## config.mk

```make
export PLATFORM = sky130hd
export DESIGN_NAME = pc_redirect_ctrl_flat
export DESIGN_NICKNAME = d
export VERILOG_FILES = /design/src/rtl/pc_redirect_ctrl_pkg.sv /design/src/rtl/pc_redirect_ctrl_if.sv /design/src/rtl/pc_redirect_ctrl_redir_arb.sv /design/src/rtl/pc_redirect_ctrl.sv /design/src/flat_wrapper.sv
export SDC_FILE = /design/constraint.sdc
export NUM_CORES = 1
export LEC_CHECK = 0
export ABC_AREA = 1
export CAP_MARGIN = 20
export CELL_PAD_IN_SITES_DETAIL_PLACEMENT = 0
export CELL_PAD_IN_SITES_GLOBAL_PLACEMENT = 1
export CORE_ASPECT_RATIO = 1.1
export CORE_MARGIN = 4
export CORE_UTILIZATION = 29
export CTS_CLUSTER_SIZE = 14
export DETAILED_ROUTE_END_ITERATION = 8
export PLACE_DENSITY = 0.79
export SLEW_MARGIN = 30
export SYNTH_ARGS = -nofsm -noshare
export SYNTH_HDL_FRONTEND = slang
export SYNTH_SLANG_ARGS = --single-unit
```

## constraint.sdc

```tcl
create_clock -name CLK -period 2.15 [get_ports CLK]
set_input_delay 0.3225 -clock CLK [delete_from_list [all_inputs] [get_ports CLK]]
set_output_delay 0.3225 -clock CLK [all_outputs]
set_load 0.03 [all_outputs]
```

## src/rtl/pc_redirect_ctrl_pkg.sv

```systemverilog
// Shared types for the fetch PC redirect controller: word-address PC,
// redirect source and sequencer state encodings.
package pc_redirect_ctrl_pkg;
  localparam int PC_W = 30;

  typedef logic [PC_W-1:0] pc_t;

  typedef enum logic [1:0] {SRC_SEQ, SRC_BP, SRC_ID, SRC_EX} redir_src_t;
  typedef enum logic [1:0] {RS_RUN, RS_HOLD, RS_HALT} redir_state_t;
endpackage

```

## src/rtl/pc_redirect_ctrl_if.sv

```systemverilog
// Bundle between the hazard unit / branch predictor / PC register and the
// redirect controller. slave = controller side, master = environment side.
interface pc_redirect_ctrl_if;
  import pc_redirect_ctrl_pkg::*;

  logic fetch_rdy;
  logic stall;
  logic halt;
  pc_t  cpc;
  logic ex_req;
  pc_t  ex_pc;
  logic id_req;
  pc_t  id_pc;
  logic bp_req;
  pc_t  bp_pc;
  logic pc_en;
  pc_t  pc_next;
  logic flush_ifid;
  logic flush_idex;
  logic busy;

  modport slave (
    input  fetch_rdy, stall, halt, cpc, ex_req, ex_pc, id_req, id_pc, bp_req, bp_pc,
    output pc_en, pc_next, flush_ifid, flush_idex, busy
  );

  modport master (
    output fetch_rdy, stall, halt, cpc, ex_req, ex_pc, id_req, id_pc, bp_req, bp_pc,
    input  pc_en, pc_next, flush_ifid, flush_idex, busy
  );
endinterface

```

## src/rtl/pc_redirect_ctrl_redir_arb.sv

```systemverilog
// Combinational priority select of the next-PC source:
// live EX > pending EX > ID > pending ID > predictor > sequential.
module redir_arb
  import pc_redirect_ctrl_pkg::*;
(
  input  logic       ex_v_i,
  input  pc_t        ex_pc_i,
  input  logic       pend_v_i,
  input  redir_src_t pend_src_i,
  input  pc_t        pend_pc_i,
  input  logic       id_v_i,
  input  pc_t        id_pc_i,
  input  logic       bp_v_i,
  input  pc_t        bp_pc_i,
  input  pc_t        cpc_i,
  output redir_src_t src_o,
  output pc_t        target_o
);

  always_comb begin
    src_o    = SRC_SEQ;
    target_o = cpc_i + pc_t'(1);
    if (ex_v_i) begin
      src_o    = SRC_EX;
      target_o = ex_pc_i;
    end else if (pend_v_i && pend_src_i == SRC_EX) begin
      src_o    = SRC_EX;
      target_o = pend_pc_i;
    end else if (id_v_i) begin
      src_o    = SRC_ID;
      target_o = id_pc_i;
    end else if (pend_v_i) begin
      src_o    = SRC_ID;
      target_o = pend_pc_i;
    end else if (bp_v_i) begin
      src_o    = SRC_BP;
      target_o = bp_pc_i;
    end
  end

endmodule

```

## src/rtl/pc_redirect_ctrl.sv

```systemverilog
// Fetch PC sequencer: arbitrates redirects, holds one across I-cache misses
// and raises wrong-path flushes. PC_REDIRECT_STATS_EN adds applied-redirect counters.
module pc_redirect_ctrl
  import pc_redirect_ctrl_pkg::*;
#(
  parameter pc_t PC_INIT = '0
) (
  input logic CLK,
  input logic RST,
  pc_redirect_ctrl_if.slave bus
`ifdef PC_REDIRECT_STATS_EN
  ,
  output logic [31:0] ex_cnt,
  output logic [31:0] id_cnt,
  output logic [31:0] bp_cnt
`endif
);

  localparam logic [1:0] ST_RUN  = 2'd0;
  localparam logic [1:0] ST_HOLD = 2'd1;
  localparam logic [1:0] ST_HALT = 2'd2;

  logic [1:0] state_q, state_d;
  logic       init_q;
  logic       pend_v_q, pend_v_d;
  redir_src_t pend_src_q, pend_src_d;
  pc_t        pend_pc_q, pend_pc_d;

  logic       pc_en_c, flush_ifid_c, flush_idex_c;
  pc_t        pc_next_c;
  redir_src_t arb_src;
  pc_t        arb_target;

  // ID and predictor requests only compete while running; stall gates both.
  redir_arb u_arb (
    .ex_v_i    (bus.ex_req),
    .ex_pc_i   (bus.ex_pc),
    .pend_v_i  (pend_v_q),
    .pend_src_i(pend_src_q),
    .pend_pc_i (pend_pc_q),
    .id_v_i    (bus.id_req & ~bus.stall & (state_q == ST_RUN)),
    .id_pc_i   (bus.id_pc),
    .bp_v_i    (bus.bp_req & bus.fetch_rdy & ~bus.stall & (state_q == ST_RUN)),
    .bp_pc_i   (bus.bp_pc),
    .cpc_i     (bus.cpc),
    .src_o     (arb_src),
    .target_o  (arb_target)
  );

  always_comb begin
    state_d      = state_q;
    pend_v_d     = pend_v_q;
    pend_src_d   = pend_src_q;
    pend_pc_d    = pend_pc_q;
    pc_en_c      = 1'b0;
    pc_next_c    = arb_target;
    flush_ifid_c = 1'b0;
    flush_idex_c = 1'b0;
    if (bus.halt || state_q == ST_HALT) begin
      state_d  = ST_HALT;
      pend_v_d = 1'b0;
    end else if (init_q) begin
      pc_en_c   = 1'b1;
      pc_next_c = PC_INIT;
    end else if (state_q == ST_HOLD) begin
      flush_ifid_c = 1'b1;
      if (bus.ex_req) begin
        flush_idex_c = 1'b1;
        pend_v_d     = 1'b1;
        pend_src_d   = SRC_EX;
        pend_pc_d    = bus.ex_pc;
      end
      if (bus.fetch_rdy) begin
        pc_en_c  = 1'b1;
        pend_v_d = 1'b0;
        state_d  = ST_RUN;
      end
    end else begin
      case (arb_src)
        SRC_EX, SRC_ID: begin
          flush_ifid_c = 1'b1;
          flush_idex_c = (arb_src == SRC_EX);
          if (bus.fetch_rdy) begin
            pc_en_c = 1'b1;
          end else begin
            pend_v_d   = 1'b1;
            pend_src_d = arb_src;
            pend_pc_d  = arb_target;
            state_d    = ST_HOLD;
          end
        end
        SRC_BP:  pc_en_c = 1'b1;
        default: pc_en_c = bus.fetch_rdy & ~bus.stall;
      endcase
    end
  end

  always_ff @(posedge CLK) begin
    if (RST) begin
      state_q    <= ST_RUN;
      init_q     <= 1'b1;
      pend_v_q   <= 1'b0;
      pend_src_q <= SRC_SEQ;
      pend_pc_q  <= '0;
    end else begin
      state_q    <= state_d;
      init_q     <= 1'b0;
      pend_v_q   <= pend_v_d;
      pend_src_q <= pend_src_d;
      pend_pc_q  <= pend_pc_d;
    end
  end

  assign bus.pc_en      = ~RST & pc_en_c;
  assign bus.pc_next    = RST ? PC_INIT : pc_next_c;
  assign bus.flush_ifid = ~RST & flush_ifid_c;
  assign bus.flush_idex = ~RST & flush_idex_c;
  assign bus.busy       = ~RST & (state_q == ST_HOLD);

`ifdef PC_REDIRECT_STATS_EN
  logic [31:0] ex_cnt_q, id_cnt_q, bp_cnt_q;

  // The post-reset PC_INIT load is not a redirect and is not counted.
  always_ff @(posedge CLK) begin
    if (RST) begin
      ex_cnt_q <= '0;
      id_cnt_q <= '0;
      bp_cnt_q <= '0;
    end else if (pc_en_c && !init_q) begin
      if (arb_src == SRC_EX && ex_cnt_q != '1) ex_cnt_q <= ex_cnt_q + 32'd1;
      if (arb_src == SRC_ID && id_cnt_q != '1) id_cnt_q <= id_cnt_q + 32'd1;
      if (arb_src == SRC_BP && bp_cnt_q != '1) bp_cnt_q <= bp_cnt_q + 32'd1;
    end
  end

  assign ex_cnt = ex_cnt_q;
  assign id_cnt = id_cnt_q;
  assign bp_cnt = bp_cnt_q;
`endif

endmodule

```

## src/flat_wrapper.sv

```systemverilog
// flat-port wrapper written by rule: the top's interface ports become plain ports
module pc_redirect_ctrl_flat import pc_redirect_ctrl_pkg::*;
#(
  parameter pc_t PC_INIT = '0
)
  (CLK, RST, bus_fetch_rdy, bus_stall, bus_halt, bus_cpc, bus_ex_req, bus_ex_pc, bus_id_req, bus_id_pc, bus_bp_req, bus_bp_pc, bus_pc_en, bus_pc_next, bus_flush_ifid, bus_flush_idex, bus_busy);
  pc_redirect_ctrl_if bus_i ();
  input logic CLK;
  input logic RST;
  input wire logic [$bits(bus_i.fetch_rdy)-1:0] bus_fetch_rdy;
  input wire logic [$bits(bus_i.stall)-1:0] bus_stall;
  input wire logic [$bits(bus_i.halt)-1:0] bus_halt;
  input wire logic [$bits(bus_i.cpc)-1:0] bus_cpc;
  input wire logic [$bits(bus_i.ex_req)-1:0] bus_ex_req;
  input wire logic [$bits(bus_i.ex_pc)-1:0] bus_ex_pc;
  input wire logic [$bits(bus_i.id_req)-1:0] bus_id_req;
  input wire logic [$bits(bus_i.id_pc)-1:0] bus_id_pc;
  input wire logic [$bits(bus_i.bp_req)-1:0] bus_bp_req;
  input wire logic [$bits(bus_i.bp_pc)-1:0] bus_bp_pc;
  output wire logic [$bits(bus_i.pc_en)-1:0] bus_pc_en;
  output wire logic [$bits(bus_i.pc_next)-1:0] bus_pc_next;
  output wire logic [$bits(bus_i.flush_ifid)-1:0] bus_flush_ifid;
  output wire logic [$bits(bus_i.flush_idex)-1:0] bus_flush_idex;
  output wire logic [$bits(bus_i.busy)-1:0] bus_busy;
  assign bus_i.fetch_rdy = bus_fetch_rdy;
  assign bus_i.stall = bus_stall;
  assign bus_i.halt = bus_halt;
  assign bus_i.cpc = bus_cpc;
  assign bus_i.ex_req = bus_ex_req;
  assign bus_i.ex_pc = bus_ex_pc;
  assign bus_i.id_req = bus_id_req;
  assign bus_i.id_pc = bus_id_pc;
  assign bus_i.bp_req = bus_bp_req;
  assign bus_i.bp_pc = bus_bp_pc;
  assign bus_pc_en = bus_i.pc_en;
  assign bus_pc_next = bus_i.pc_next;
  assign bus_flush_ifid = bus_i.flush_ifid;
  assign bus_flush_idex = bus_i.flush_idex;
  assign bus_busy = bus_i.busy;
  pc_redirect_ctrl #(.PC_INIT(PC_INIT)) u_core (.CLK(CLK), .RST(RST), .bus(bus_i));
endmodule
```

# Yosys cells after proc, flatten, opt, wreduce, memory -nomap -nowiden
# Index checks and enable logic that the tools add are counted.
[classes] add_sub_neg=1 eq_ne=13 mux=47 bitwise=14 n_reduce_logical=11
[op_table] op="$mux 30" n=12
[op_table] op="$add 30x1->30 const B" n=1
[op_table] op="$mux 2" n=14
[op_table] op="$mux 1" n=20
[op_table] op="$reduce_and 4->1" n=3
[op_table] op="$and 1x1->1" n=10
[op_table] op="$eq 2x2->1 const B" n=4
[op_table] op="$ne 2x2->1 const B" n=3
[op_table] op="$reduce_and 5->1" n=1
[op_table] op="$eq 2x1->1 const B" n=2
[op_table] op="$not 1->1" n=4
[op_table] op="$reduce_or 2->1" n=2
[op_table] op="$ne 3x1->1 const B" n=1
[op_table] op="$ne 3x2->1 const B" n=1
[op_table] op="$ne 3x3->1 const B" n=1
[op_table] op="$reduce_bool 3->1" n=1
[op_table] op="$logic_not 2->1" n=1
[op_table] op="$ne 2x1->1 const B" n=1
[op_table] op="$pmux 1 s2" n=1
[op_table] op="$reduce_bool 2->1" n=1
[op_table] op="$logic_and 1x1->1" n=1
[op_table] op="$logic_or 1x1->1" n=1
[word_totals] regBits=36 inputBits=128 output_inout_bits=34 word_cells=92

# Logic depth before layout (Yosys ltp)
# Gate-level depths: netlist of run 1.
[depth] ltp_word=15 mapped_depth=14 ltp_nobuf=13

# Modules after synthesis
# Synthesis of run 1 repeated with hierarchy kept, for this count alone.
[hier_totals] cells_unflattened=940 area_unflattened_um2=4620.7
[by_module_without_submodules] mod="redir_arb" n_inst=1 cells_per_inst=565 area_each_um2=2462.4 seq_area_each_um2=0.0
[by_module_without_submodules] mod="pc_redirect_ctrl" n_inst=1 cells_per_inst=375 area_each_um2=2158.3 seq_area_each_um2=720.7

# Worst setup path before layout of run 1
# Ideal clock, no wire load.
[synth_timing] path_kind="input -> output" start="input port bus_cpc[0]" end="output port bus_pc_next[24]" t_arrival_ns=1.699 required_ns=1.827 setup_slack_ns=0.128 path_stages=13 path_buffers=0 cell_sequence="ha_1 > inv_1 > nor2_1 > nand2_1 > nor2_2 > nand2_1 > nand2_1 > nand3_1 > nand2_1 > nand2_1 > nand2_1 > nand2_1 > nor2_1"
[synth_between] elab_chain_cells=9
[synth_rtl] element="start: declaration" line="flat_wrapper.sv:13" rtl="input wire logic [$bits(bus_i.cpc)-1:0] bus_cpc;"
[synth_rtl] element="$add 30x1->30 *" line="pc_redirect_ctrl_redir_arb.sv:22" rtl="target_o = cpc_i + pc_t'(1);"
[synth_rtl] element="$mux 30 *" line="pc_redirect_ctrl_redir_arb.sv:35" rtl="end else if (bp_v_i) begin"
[synth_rtl] element="$mux 30 *" line="pc_redirect_ctrl_redir_arb.sv:32" rtl="end else if (pend_v_i) begin"
[synth_rtl] element="$mux 30 *" line="pc_redirect_ctrl_redir_arb.sv:29" rtl="end else if (id_v_i) begin"
[synth_rtl] element="$mux 30 *" line="pc_redirect_ctrl_redir_arb.sv:26" rtl="end else if (pend_v_i && pend_src_i == SRC_EX) begin"
[synth_rtl] element="$mux 30 *" line="pc_redirect_ctrl_redir_arb.sv:23" rtl="if (ex_v_i) begin"
[synth_rtl] element="$mux 30" line="pc_redirect_ctrl.sv:62" rtl="end else if (init_q) begin"
[synth_rtl] element="$mux 30 *" line="pc_redirect_ctrl.sv:59" rtl="if (bus.halt || state_q == ST_HALT) begin"
[synth_rtl] element="$mux 30 *" line="pc_redirect_ctrl.sv:115" rtl="assign bus.pc_next = RST ? PC_INIT : pc_next_c;"
[synth_rtl] element="end: declaration" line="flat_wrapper.sv:21" rtl="output wire logic [$bits(bus_i.pc_next)-1:0] bus_pc_next;"
# Mark *: on every way between the ends. The rest lies on a longest branch, timed or not.

# Final worst setup path of run 1
[layout_timing] start="register u_core.state_q[1]" end="output port bus_pc_next[2]"
[layout_between] elab_chain_cells=10 elab_cells_between_ends=13 cone_classes="eq/ne (1); mux (8); bitwise (2); reduce/logical (2)"
[layout_rtl] element="start: declaration" line="pc_redirect_ctrl.sv:23" rtl="logic [1:0] state_q, state_d;"
[layout_rtl] element="start signal: assignment" line="pc_redirect_ctrl.sv:106" rtl="state_q <= state_d;"
[layout_rtl] element="$logic_not 2->1" line="pc_redirect_ctrl.sv:41, pc_redirect_ctrl.sv:43"
[layout_rtl] element="$and 1x1->1" line="pc_redirect_ctrl.sv:43" rtl=".bp_v_i (bus.bp_req & bus.fetch_rdy & ~bus.stall & (state_q == ST_RUN)),"
[layout_rtl] element="$mux 30" line="pc_redirect_ctrl_redir_arb.sv:35"
[layout_rtl] element="$mux 30" line="pc_redirect_ctrl_redir_arb.sv:32"
[layout_rtl] element="$mux 30" line="pc_redirect_ctrl_redir_arb.sv:29"
[layout_rtl] element="$mux 30" line="pc_redirect_ctrl_redir_arb.sv:26"
[layout_rtl] element="$mux 30" line="pc_redirect_ctrl_redir_arb.sv:23"
[layout_rtl] element="$mux 30" line="pc_redirect_ctrl.sv:62"
[layout_rtl] element="$mux 30 *" line="pc_redirect_ctrl.sv:59"
[layout_rtl] element="$mux 30 *" line="pc_redirect_ctrl.sv:115"
# Marked as above.

==> flow_results.xml, run 1 <==
<?xml version="1.0" encoding="UTF-8"?>
<metrics>
  <group name="run_status">
    <metric name="outcome" unit="">finished with violations</metric>
    <metric name="violations" unit="">setup timing</metric>
  </group>
  <group name="routing">
    <metric name="totalWireLength" unit="um">20000</metric>
    <metric name="residual_drc_count" unit="">0</metric>
    <metric name="vias_per_cell" unit="">4.77</metric>
    <metric name="drt_first_pass_iters" unit="">5</metric>
    <metric name="initialDrtViolationCount" unit="">369</metric>
    <metric name="dr_total_vias" unit="">6425</metric>
    <metric name="ant_nets" unit="">0</metric>
    <metric name="wl_per_cell" unit="um">14.8</metric>
  </group>
  <group name="critical_path">
    <metric name="reg2reg_from" unit="">u_core.state_q[1]$_SDFFE_PP0P_</metric>
    <metric name="worst-endpoint-required" unit="ns">1.83</metric>
    <metric name="crit_fanout" unit="">5</metric>
    <metric name="worst-r2r-cell-count" unit="">20</metric>
    <metric name="critPathTopFamily" unit="">simple AND/OR/NAND/NOR gates</metric>
    <metric name="cp_startpoint_kind" unit="">flip-flop</metric>
    <metric name="capturing_point_of_the_worst_reg2reg_path" unit="">u_core.pend_pc_q[4]$_SDFFE_PP0P_</metric>
    <metric name="worstPathBufferInverterCount" unit="">4</metric>
    <metric name="setup.worst_path.end_class" unit="">output port</metric>
    <metric name="worstPathCellList" unit="">nor2_4 -&gt; buf_4 -&gt; nand3_4 -&gt; buf_6 -&gt; or2_2 -&gt; nand4_1 -&gt; a31oi_1 -&gt; buf_4 -&gt; buf_12</metric>
    <metric name="worst-endpoint-arrival" unit="ns">1.97</metric>
    <metric name="highest_delay_cell_along_the_critical_path" unit="">dfxtp_2</metric>
    <metric name="setup.reg_to_reg.worst_slack" unit="ns">0.08</metric>
    <metric name="timing.critical_path.slowest_cell_delay" unit="ns">0.34</metric>
    <metric name="worst-setup-path-type" unit="">reg2out</metric>
    <metric name="critPathMostFrequentCell" unit="">buf_4</metric>
  </group>
  <group name="placed_design">
    <metric name="dpl_worst_slack" unit="ns">-0.528</metric>
    <metric name="placement.io_buffers" unit="">161</metric>
    <metric name="routabilityCongestion" unit="">0.915</metric>
    <metric name="dpl.hpwl" unit="um">15800</metric>
  </group>
  <group name="synthesis">
    <metric name="postSynth.topFlopCell" unit="">dfxtp_1</metric>
    <metric name="syn-mean-instance-area" unit="sq um">5.19</metric>
    <metric name="synth_largest_type_area_fraction" unit="%">25.3</metric>
    <metric name="synthArstFlopShare" unit="%">0</metric>
    <metric name="synth.cells.most_frequent" unit="">299 x nand2_1, 110 x a21oi_1, 96 x inv_1, 85 x nor2_1, 67 x nand3_1</metric>
    <metric name="netlist-cell-type-count" unit="">42</metric>
    <metric name="synthesis.area" unit="sq um">4440</metric>
    <metric name="synthMostInstantiatedCell" unit="">nand2_1</metric>
    <metric name="synth-warning-count" unit="">0</metric>
    <metric name="proportion_of_synthesized_chip_area_in_sequential_cells" unit="%">16.2</metric>
    <metric name="synth.ff_latch_count" unit="">36</metric>
    <metric name="syn_nets" unit="">985</metric>
    <metric name="synth_enable_flop_cells" unit="">0</metric>
    <metric name="yosys.area.top_type" unit="">nand2_1</metric>
    <metric name="ys_top_cells_by_area" unit="">nand2_1 25%, dfxtp_1 16%, a21oi_1 12%</metric>
    <metric name="syn_inst" unit="">855</metric>
  </group>
  <group name="min_path">
    <metric name="hold_start" unit="">u_core.pend_pc_q[11]$_SDFFE_PP0P_</metric>
    <metric name="worst_hold_check_path_type" unit="">reg2reg</metric>
    <metric name="hold_end" unit="">u_core.pend_pc_q[11]$_SDFFE_PP0P_</metric>
    <metric name="cell_count_of_the_worst_hold_path" unit="">2</metric>
  </group>
  <group name="floorplan">
    <metric name="pin_count" unit="">162</metric>
    <metric name="starting_density_of_the_core" unit="%">29.5</metric>
    <metric name="die_height" unit="um">138</metric>
    <metric name="design.die.area" unit="sq um">17400</metric>
    <metric name="core_area" unit="sq um">15100</metric>
    <metric name="chipWidth" unit="um">126</metric>
    <metric name="row_count" unit="">47</metric>
  </group>
  <group name="sta">
    <metric name="min_period" unit="ns">2.29</metric>
    <metric name="setup_tns" unit="ns">-1.45</metric>
    <metric name="grt_setup_unrepaired" unit="">yes</metric>
    <metric name="max_freq" unit="MHz">437</metric>
    <metric name="finalSetupViolCount" unit="">29</metric>
    <metric name="worst-slew-pin-transition" unit="ns">0.356</metric>
    <metric name="fin_skew" unit="ns">0.0101</metric>
    <metric name="hold_viol" unit="">0</metric>
    <metric name="layout_setup_ws" unit="ns">-0.138</metric>
    <metric name="drv_slew" unit="">0</metric>
    <metric name="final_worst_path_period_share" unit="%">106</metric>
    <metric name="relSlewSlack" unit="%">76.3</metric>
  </group>
  <group name="final_layout">
    <metric name="share_of_cells_above_drive_strength_1" unit="%">34.2</metric>
    <metric name="fill_cells" unit="">1572</metric>
    <metric name="syn2layout_area_growth" unit="%">84.9</metric>
    <metric name="post_layout_net_count" unit="">1281</metric>
    <metric name="diodes" unit="">0</metric>
  </group>
  <group name="cts">
    <metric name="clock_slew_at_the_register_clock_pins_of_the_worst_setup_and_hold_paths" unit="ns">0.06</metric>
    <metric name="clock_tree.buffer_depth" unit="">2</metric>
    <metric name="insertion_delay" unit="ns">0.29</metric>
    <metric name="cts-htree-levels" unit="">2</metric>
    <metric name="number_of_buffers_inserted_during_clock_tree_synthesis" unit="">5</metric>
    <metric name="cts_tree" unit="">built</metric>
    <metric name="cts-root-buf" unit="">clkbuf_16</metric>
    <metric name="clock-sinks" unit="">36</metric>
  </group>
  <group name="pwr">
    <metric name="p_leak" unit="nW">3.95</metric>
    <metric name="power.ir.vdd_worst" unit="uV">287</metric>
    <metric name="power_density" unit="nW/um^2">354</metric>
  </group>
  <group name="global_routing">
    <metric name="vias_in_the_first_global_route" unit="">6193</metric>
    <metric name="grt_remaining_overflow" unit="">0</metric>
    <metric name="antenna_found_initial" unit="">0</metric>
    <metric name="grt_start_max_net_pins" unit="">20</metric>
    <metric name="grt_first_pass_wirelength" unit="um">31200</metric>
    <metric name="grt.total_usage" unit="%">22.4</metric>
  </group>
  <group name="job">
    <metric name="maxCapViolCount" unit="">0</metric>
  </group>
</metrics>
==> logic make-up after synthesis <==
group / count (synthesis) / share of synthesized area (%)
flip-flops: 36 / 16.2
adder cells (fa/ha/maj): 2 / 0.564
XOR/XNOR: 6 / 1.18
AND/OR/NAND/NOR: 480 / 45.9
AO/OA/AOI/OAI: 185 / 22.4
buffers and inverters: 146 / 13.8
==> worst max-delay path by stage <==
stage	from	endpoint	slack (ns)	depth (start not counted)
6_report	u_core.state_q[1]$_SDFFE_PP0P_	bus_pc_next[2]	-0.14	9
3_5_place_dp	bus_cpc[1]	bus_pc_next[20]	-0.53	13
3_3_place_gp	bus_cpc[1]	bus_pc_next[20]	-0.52	13
2_1_floorplan	bus_cpc[0]	bus_pc_next[24]	0.13	13
5_1_grt	u_core.state_q[1]$_SDFFE_PP0P_	bus_pc_next[6]	-0.23	10
4_1_cts	u_core.state_q[0]$_SDFFE_PP0P_	bus_pc_next[6]	-0.17	10
==> through the flow <==
step           cells  area, sq um  utilization, %  total power [mW]  hold slack, ns
2_1_floorplan    855         4440               -              1.29           0.350
3_3_place_gp    1309         7130            47.4              1.97           0.448
3_5_place_dp    1309         7130            47.4              1.97           0.455
4_1_cts         1339         7910            52.5              2.83           0.465
5_1_grt         1348         8210            54.5              3.07           0.487
6_report        1348         8210            54.5              2.90           0.466
==> layout make-up <==
cell class	instances	area [sq um]	share of cell area, %
multi-input combinational	673	3680	44.8
timing repair buffer	329	3000	36.5
sequential	36	723	8.81
inverter	106	415	5.06
tap	196	245	2.99
clock buffer	5	125	1.52
clock inverter	3	18.8	0.229
==> power breakdown <==
part,leakage (nW),total (mW),internal (mW),switching (mW)
logic,3.59,1.47,0.713,0.755
registers,0.293,0.708,0.692,0.0155
clock network,0.0736,0.728,0.427,0.301
==> registers in the layout, indices dropped and copies added, names as in the netlist <==
| name | flops |
|---|---|
| u_core.init_q | 1 |
| u_core.pend_v_q | 1 |
| u_core.state_q | 2 |
| u_core.pend_pc_q | 30 |
| u_core.pend_src_q | 2 |
==> tightest hold or removal path, delay by kind of cell (launching register included) <==
family / cells / cell delay, ns
flip-flops: 1 / 0.31
AND/OR/NAND/NOR: 1 / 0.06
AO/OA/AOI/OAI: 1 / 0.05
==> cells in the final DEF (no fill, tap or decap), drive strengths merged <==
cell	Yosys	layout
a211oi	1	1
a21boi	5	5
a21oi	110	110
a22oi	1	1
a31oi	10	10
and2	2	2
buf	23	204
clkbuf	17	11
clkdlybuf4s15	0	9
clkdlybuf4s50	0	95
clkinv	2	6
dfxtp	36	36
dlygate4sd2	0	15
ha	2	2
inv	104	103
nand2	303	303
nand3	69	69
nand4	4	4
nor2	96	96
o211ai	3	3
o21a	1	1
o21ai	42	42
o21bai	3	3
o221a	1	1
o221ai	1	1
o22ai	7	7
or2	6	6
xnor2	2	2
xor2	4	4
==> metal layers <==
metal	track usage, %	share of wire (%)
met1	28.9	44
met2	40.5	50
met3	2.09	4.1
met4	5.13	1.5
met5	0	0
==> what timing repair did <==
action | in CTS | in global routing
buffers inserted | 21 | 11
resized for setup | 184 | 104
endpoints found under the setup margin | 33 | 33
pin swaps | 52 | 46
hold buffers | 0 | 0
cloned | 2 | 0
Note: power is estimated with default switching activity, not from simulation.
==> run 2, diff against run 1 <==
CORE_MARGIN = 5   (was 4)
==> flow_results.xml, run 2 (synthesis gave the netlist of run 1 again) <==
<?xml version="1.0" encoding="UTF-8"?>
<metrics>
  <group name="run_status">
    <metric name="outcome" unit="">finished with violations</metric>
    <metric name="violations" unit="">setup timing</metric>
  </group>
  <group name="sta">
    <metric name="hold_viol" unit="">0</metric>
    <metric name="final_worst_path_period_share" unit="%">109</metric>
    <metric name="setup_tns" unit="ns">-3.98</metric>
    <metric name="max_freq" unit="MHz">427</metric>
    <metric name="drv_slew" unit="">0</metric>
    <metric name="fin_skew" unit="ns">0.00491</metric>
    <metric name="worst_hold_slack" unit="ns">0.465</metric>
    <metric name="worst-slew-pin-transition" unit="ns">0.343</metric>
    <metric name="relSlewSlack" unit="%">77.0</metric>
    <metric name="min_period" unit="ns">2.34</metric>
    <metric name="finalSetupViolCount" unit="">31</metric>
    <metric name="grt_setup_unrepaired" unit="">yes</metric>
    <metric name="layout_setup_ws" unit="ns">-0.189</metric>
  </group>
  <group name="floorplan">
    <metric name="core_area" unit="sq um">15100</metric>
    <metric name="row_count" unit="">47</metric>
    <metric name="chipWidth" unit="um">128</metric>
    <metric name="starting_density_of_the_core" unit="%">29.5</metric>
    <metric name="die_height" unit="um">140</metric>
    <metric name="design.die.area" unit="sq um">17900</metric>
    <metric name="pin_count" unit="">162</metric>
  </group>
  <group name="cts">
    <metric name="ctsHoldBuffers" unit="">0</metric>
    <metric name="number_of_buffers_inserted_during_clock_tree_synthesis" unit="">5</metric>
    <metric name="clock_slew_at_the_register_clock_pins_of_the_worst_setup_and_hold_paths" unit="ns">0.06</metric>
    <metric name="cts_tree" unit="">built</metric>
    <metric name="insertion_delay" unit="ns">0.28</metric>
    <metric name="cts-htree-levels" unit="">2</metric>
    <metric name="cts-root-buf" unit="">clkbuf_16</metric>
    <metric name="clock-sinks" unit="">36</metric>
    <metric name="clock_tree.buffer_depth" unit="">2</metric>
  </group>
  <group name="global_routing">
    <metric name="grtUsageMet2" unit="%">35.9</metric>
    <metric name="vias_in_the_first_global_route" unit="">5964</metric>
    <metric name="routing_layer_with_the_top_usage_in_global_route" unit="">met2</metric>
    <metric name="grt_first_pass_wirelength" unit="um">31200</metric>
    <metric name="global_route.usage.met1" unit="%">30.2</metric>
    <metric name="grt.total_usage" unit="%">21.7</metric>
    <metric name="antenna_found_initial" unit="">0</metric>
    <metric name="met3_usage" unit="%">2.15</metric>
    <metric name="grt_start_max_net_pins" unit="">26</metric>
    <metric name="grt_remaining_overflow" unit="">0</metric>
  </group>
  <group name="critical_path">
    <metric name="highest_delay_cell_along_the_critical_path" unit="">dfxtp_4</metric>
    <metric name="setup.worst_path.end_class" unit="">output port</metric>
    <metric name="worst-setup-path-type" unit="">reg2out</metric>
    <metric name="cp_startpoint_kind" unit="">flip-flop</metric>
    <metric name="worstPathCellList" unit="">nor2_4 -&gt; buf_4 -&gt; buf_6 -&gt; nand3_4 -&gt; buf_12 -&gt; or2_2 -&gt; nand4_1 -&gt; a31oi_1 -&gt; buf_4 -&gt; buf_12</metric>
    <metric name="setup.reg_to_reg.worst_slack" unit="ns">0.22</metric>
    <metric name="worst-endpoint-required" unit="ns">1.83</metric>
    <metric name="timing.critical_path.slowest_cell_delay" unit="ns">0.36</metric>
    <metric name="crit_fanout" unit="">6</metric>
    <metric name="worst-endpoint-arrival" unit="ns">2.02</metric>
  </group>
  <group name="routing">
    <metric name="drt_first_pass_iters" unit="">5</metric>
    <metric name="totalWireLength" unit="um">20600</metric>
    <metric name="initialDrtViolationCount" unit="">456</metric>
    <metric name="residual_drc_count" unit="">0</metric>
    <metric name="dr_total_vias" unit="">6454</metric>
    <metric name="ant_nets" unit="">0</metric>
    <metric name="wl_per_cell" unit="um">15.4</metric>
    <metric name="vias_per_cell" unit="">4.83</metric>
  </group>
  <group name="final_layout">
    <metric name="layout_common_cells" unit="">251 x nand2_1, 144 x buf_4, 95 x clkdlybuf4s50_1</metric>
    <metric name="diodes" unit="">0</metric>
    <metric name="largestRegisters" unit="">u_core.pend_pc_q x30, u_core.pend_src_q x2, u_core.state_q x2</metric>
    <metric name="mostFrequentLayoutCell" unit="">nand2_1</metric>
    <metric name="most_flop_heavy_register" unit="">u_core.pend_pc_q</metric>
    <metric name="stdcell_area" unit="sq um">8160</metric>
    <metric name="utilization" unit="%">54.2</metric>
    <metric name="post_layout_net_count" unit="">1268</metric>
    <metric name="syn2layout_area_growth" unit="%">83.8</metric>
    <metric name="share_of_cells_above_drive_strength_1" unit="%">31.2</metric>
    <metric name="largest_reg_flops" unit="">30</metric>
  </group>
  <group name="placed_design">
    <metric name="placement.io_buffers" unit="">161</metric>
    <metric name="detailed_place.area" unit="sq um">7090</metric>
    <metric name="dpl.hpwl" unit="um">15700</metric>
    <metric name="routabilityCongestion" unit="">0.929</metric>
  </group>
  <group name="job">
    <metric name="maxCapViolCount" unit="">0</metric>
  </group>
  <group name="pwr">
    <metric name="power.ir.vdd_worst" unit="uV">296</metric>
    <metric name="power_density" unit="nW/um^2">394</metric>
    <metric name="report.power.total" unit="mW">3.22</metric>
    <metric name="p_leak" unit="nW">3.92</metric>
  </group>
  <group name="min_path">
    <metric name="worst_hold_check_path_type" unit="">reg2reg</metric>
  </group>
</metrics>
-- run 2: cell type report --
| cell class | instances | area, sq um |
|---|---|---|
| sequential | 36 | 729 |
| multi-input combinational | 673 | 3600 |
| clock inverter | 3 | 90.1 |
| inverter | 106 | 414 |
| clock buffer | 5 | 125 |
| fill | 1578 | 6900 |
| timing repair buffer | 315 | 2940 |
| timing repair inverter | 1 | 16.3 |
| tap | 196 | 245 |
-- run 2: per-layer routing --
metal | up-vias | wire [um]
met2 | 213 | 9820
met4 | 0 | 495
li1 | 3299 | -
met1 | 2908 | 9130
met5 | - | 0
met3 | 34 | 1100
-- run 2: critical path, delay by kind of cell, from the launching register on --
family,cells,cell delay (ns)
buffers and inverters,5,0.65
AND/OR/NAND/NOR,4,0.61
flip-flops,1,0.36
AO/OA/AOI/OAI,1,0.12
-- run 2: final timing paths --
check | startpoint | endpoint | depth (start not counted)
worst max-delay path | u_core.state_q[0]$_SDFFE_PP0P_ | bus_pc_next[2] | 10
worst min-delay path | u_core.pend_pc_q[14]$_SDFFE_PP0P_ | u_core.pend_pc_q[14]$_SDFFE_PP0P_ | 2
worst max register to register | u_core.state_q[0]$_SDFFE_PP0P_ | u_core.pend_pc_q[26]$_SDFFE_PP0P_ | 15
worst min register to register | u_core.pend_pc_q[14]$_SDFFE_PP0P_ | u_core.pend_pc_q[14]$_SDFFE_PP0P_ | 2
-- run 2: what timing repair did --
item	in CTS	in global routing
pin swaps	43	25
setup endpoints to repair	32	32
cloned	2	0
resized for setup	175	76
buffers inserted	13	19
hold endpoints to repair	0	0
-- run 2: power breakdown --
group / internal, mW / switching [mW] / total, mW / leakage (nW)
sequential: 0.691 / 0.0173 / 0.708 / 0.294
clock: 0.782 / 0.297 / 1.08 / 0.104
combinational: 0.690 / 0.740 / 1.43 / 3.52
total: 2.16 / 1.05 / 3.22 / 3.92
-- run 2: metrics by stage --
step / cells / setup slack [ns]
after floorplan: 855 / 0.128
after global placement: 1295 / -0.545
after detailed placement: 1295 / -0.520
after CTS: 1318 / -0.146
after global routing: 1335 / -0.289
final: 1335 / -0.189
==> run 3, diff against run 2 <==
GPL_TIMING_DRIVEN = 0   (was not set)
RECOVER_POWER = 100   (was not set)
==> flow_results.xml, run 3 (synthesis gave the netlist of run 1 again) <==
<?xml version="1.0" encoding="UTF-8"?>
<metrics>
  <group name="floorplan">
    <metric name="core_area" unit="sq um">15100</metric>
    <metric name="design.die.area" unit="sq um">17900</metric>
    <metric name="die_height" unit="um">140</metric>
    <metric name="pin_count" unit="">162</metric>
    <metric name="row_count" unit="">47</metric>
    <metric name="starting_density_of_the_core" unit="%">29.5</metric>
    <metric name="chipWidth" unit="um">128</metric>
  </group>
  <group name="min_path">
    <metric name="hold_start" unit="">u_core.pend_pc_q[16]$_SDFFE_PP0P_</metric>
    <metric name="worst_hold_check_path_type" unit="">reg2reg</metric>
    <metric name="hold_end" unit="">u_core.pend_pc_q[16]$_SDFFE_PP0P_</metric>
    <metric name="cell_count_of_the_worst_hold_path" unit="">2</metric>
  </group>
  <group name="global_routing">
    <metric name="vias_in_the_first_global_route" unit="">6000</metric>
    <metric name="grt_remaining_overflow" unit="">0</metric>
    <metric name="antenna_found_initial" unit="">0</metric>
    <metric name="grt_first_pass_wirelength" unit="um">31900</metric>
    <metric name="grt.total_usage" unit="%">22.5</metric>
    <metric name="grt_start_max_net_pins" unit="">11</metric>
  </group>
  <group name="sta">
    <metric name="worst_hold_slack" unit="ns">0.465</metric>
    <metric name="final_worst_path_period_share" unit="%">107</metric>
    <metric name="min_period" unit="ns">2.30</metric>
    <metric name="max_freq" unit="MHz">435</metric>
    <metric name="hold_viol" unit="">0</metric>
    <metric name="setup_tns" unit="ns">-3.02</metric>
    <metric name="finalSetupViolCount" unit="">46</metric>
    <metric name="drv_slew" unit="">0</metric>
    <metric name="relSlewSlack" unit="%">52.9</metric>
    <metric name="worst-slew-pin-transition" unit="ns">0.707</metric>
    <metric name="fin_skew" unit="ns">0.00322</metric>
    <metric name="layout_setup_ws" unit="ns">-0.148</metric>
    <metric name="grt_setup_unrepaired" unit="">yes</metric>
  </group>
  <group name="run_status">
    <metric name="violations" unit="">setup timing</metric>
    <metric name="outcome" unit="">finished with violations</metric>
  </group>
  <group name="routing">
    <metric name="ant_nets" unit="">0</metric>
    <metric name="drt_first_pass_iters" unit="">5</metric>
    <metric name="residual_drc_count" unit="">0</metric>
    <metric name="dr_total_vias" unit="">6257</metric>
    <metric name="vias_per_cell" unit="">4.99</metric>
    <metric name="initialDrtViolationCount" unit="">502</metric>
    <metric name="wl_per_cell" unit="um">16.9</metric>
    <metric name="totalWireLength" unit="um">21100</metric>
  </group>
  <group name="cts">
    <metric name="cts_tree" unit="">built</metric>
    <metric name="ctsHoldBuffers" unit="">0</metric>
    <metric name="insertion_delay" unit="ns">0.28</metric>
    <metric name="number_of_buffers_inserted_during_clock_tree_synthesis" unit="">5</metric>
    <metric name="clock-sinks" unit="">36</metric>
    <metric name="cts-htree-levels" unit="">2</metric>
    <metric name="clock_slew_at_the_register_clock_pins_of_the_worst_setup_and_hold_paths" unit="ns">0.05</metric>
    <metric name="clock_tree.buffer_depth" unit="">2</metric>
    <metric name="cts-root-buf" unit="">clkbuf_16</metric>
  </group>
  <group name="critical_path">
    <metric name="worst-endpoint-required" unit="ns">1.83</metric>
    <metric name="reg2reg_from" unit="">u_core.state_q[0]$_SDFFE_PP0P_</metric>
    <metric name="cp_startpoint_kind" unit="">primary input</metric>
    <metric name="capturing_point_of_the_worst_reg2reg_path" unit="">u_core.pend_pc_q[5]$_SDFFE_PP0P_</metric>
    <metric name="critPathMostFrequentCell" unit="">inv_2</metric>
    <metric name="worstPathBufferInverterCount" unit="">5</metric>
    <metric name="timing.critical_path.slowest_cell_delay" unit="ns">0.55</metric>
    <metric name="worst-endpoint-arrival" unit="ns">1.98</metric>
    <metric name="setup.reg_to_reg.worst_slack" unit="ns">-0.07</metric>
    <metric name="setup.worst_path.end_class" unit="">output port</metric>
    <metric name="worst-r2r-cell-count" unit="">10</metric>
    <metric name="critPathTopFamily" unit="">buffers and inverters</metric>
    <metric name="highest_delay_cell_along_the_critical_path" unit="">dlygate4sd3_1</metric>
    <metric name="worst-setup-path-type" unit="">in2out</metric>
    <metric name="worstPathCellList" unit="">dlygate4sd3_1 -&gt; clkbuf_2 -&gt; inv_2 -&gt; nand2_4 -&gt; inv_2 -&gt; o21ai_0 -&gt; a31oi_4 -&gt; buf_6</metric>
    <metric name="crit_fanout" unit="">9</metric>
  </group>
  <group name="final_layout">
    <metric name="largestRegisters" unit="">u_core.pend_pc_q x30, u_core.pend_src_q x2, u_core.state_q x2</metric>
    <metric name="post_layout_net_count" unit="">1190</metric>
    <metric name="layout_common_cells" unit="">242 x nand2_1, 95 x a21oi_1, 92 x clkdlybuf4s50_1</metric>
    <metric name="multi_input_gate_area" unit="sq um">3720</metric>
    <metric name="diodes" unit="">0</metric>
    <metric name="regArea" unit="sq um">727</metric>
    <metric name="most_flop_heavy_register" unit="">u_core.pend_pc_q</metric>
    <metric name="syn2layout_area_growth" unit="%">66.0</metric>
    <metric name="stdcell_area" unit="sq um">7370</metric>
    <metric name="share_of_cells_above_drive_strength_1" unit="%">28.4</metric>
    <metric name="mostFrequentLayoutCell" unit="">nand2_1</metric>
    <metric name="fill_cells" unit="">1619</metric>
    <metric name="largest_reg_flops" unit="">30</metric>
  </group>
  <group name="placed_design">
    <metric name="detailed_place.area" unit="sq um">6300</metric>
    <metric name="placement.io_buffers" unit="">161</metric>
    <metric name="dpl_worst_slack" unit="ns">-1.17</metric>
    <metric name="routabilityCongestion" unit="">0.890</metric>
    <metric name="dpl.hpwl" unit="um">16200</metric>
  </group>
  <group name="pwr">
    <metric name="p_leak" unit="nW">3.47</metric>
    <metric name="power.ir.vdd_worst" unit="uV">285</metric>
    <metric name="power_density" unit="nW/um^2">369</metric>
    <metric name="report.power.total" unit="mW">2.72</metric>
  </group>
  <group name="job">
    <metric name="maxCapViolCount" unit="">0</metric>
  </group>
</metrics>
-- run 3: area by class of cell --
cell class              instances  area share, %
multi-input cells             673           50.4
plain buffers                  39           4.46
inverters                     106           5.65
well taps                     196           3.33
flip-flops and latches         36           9.86
repair buffers                199           24.5
clock buffers                   5           1.70
-- run 3: layer usage --
metal	GRT usage [%]	share of wire, %	up-vias
li1	-	-	3141
met1	28.9	43	2867
met2	39.9	49	222
met3	2.87	5.9	27
met4	5.03	1.9	0
met5	0	0	-
-- run 3: tightest hold or removal path, delay by kind of cell (launching register included) --
kind,cells,cell delay (ns)
flops,1,0.31
simple gates,1,0.06
compound gates,1,0.05
-- run 3: through the flow --
stage,instances,utilization (%)
3_3_place_gp,1212,41.8
6_report,1254,49.0
4_1_cts,1246,47.1
3_5_place_dp,1212,41.8
5_1_grt,1254,49.0
2_1_floorplan,855,-
-- run 3: worst max-delay path by stage --
stage | slack, ns | cells past startpoint | startpoint | endpoint
after floorplan | 0.13 | 13 | bus_cpc[0] | bus_pc_next[24]
after global placement | -1.18 | 10 | bus_ex_req | bus_pc_next[1]
after detailed placement | -1.17 | 10 | bus_ex_req | bus_pc_next[1]
after CTS | -0.16 | 11 | u_core.state_q[1]$_SDFFE_PP0P_ | bus_pc_next[1]
after global routing | -0.24 | 11 | u_core.state_q[1]$_SDFFE_PP0P_ | bus_pc_next[1]
final | -0.15 | 8 | RST | bus_pc_next[2]
-- run 3: repair_timing --
action                                  CTS  global route
setup buffers                            28             9
gates resized for setup                 427           132
endpoints found under the setup margin   37            34
cloned                                    1             0
pin swaps                                42            34
-- run 3: power by group --
part           total, mW  switching [mW]  internal [mW]
Clock              0.682           0.272          0.410
Combinational       1.32           0.744          0.580
Sequential         0.710          0.0179          0.692
Total               2.72            1.03           1.68
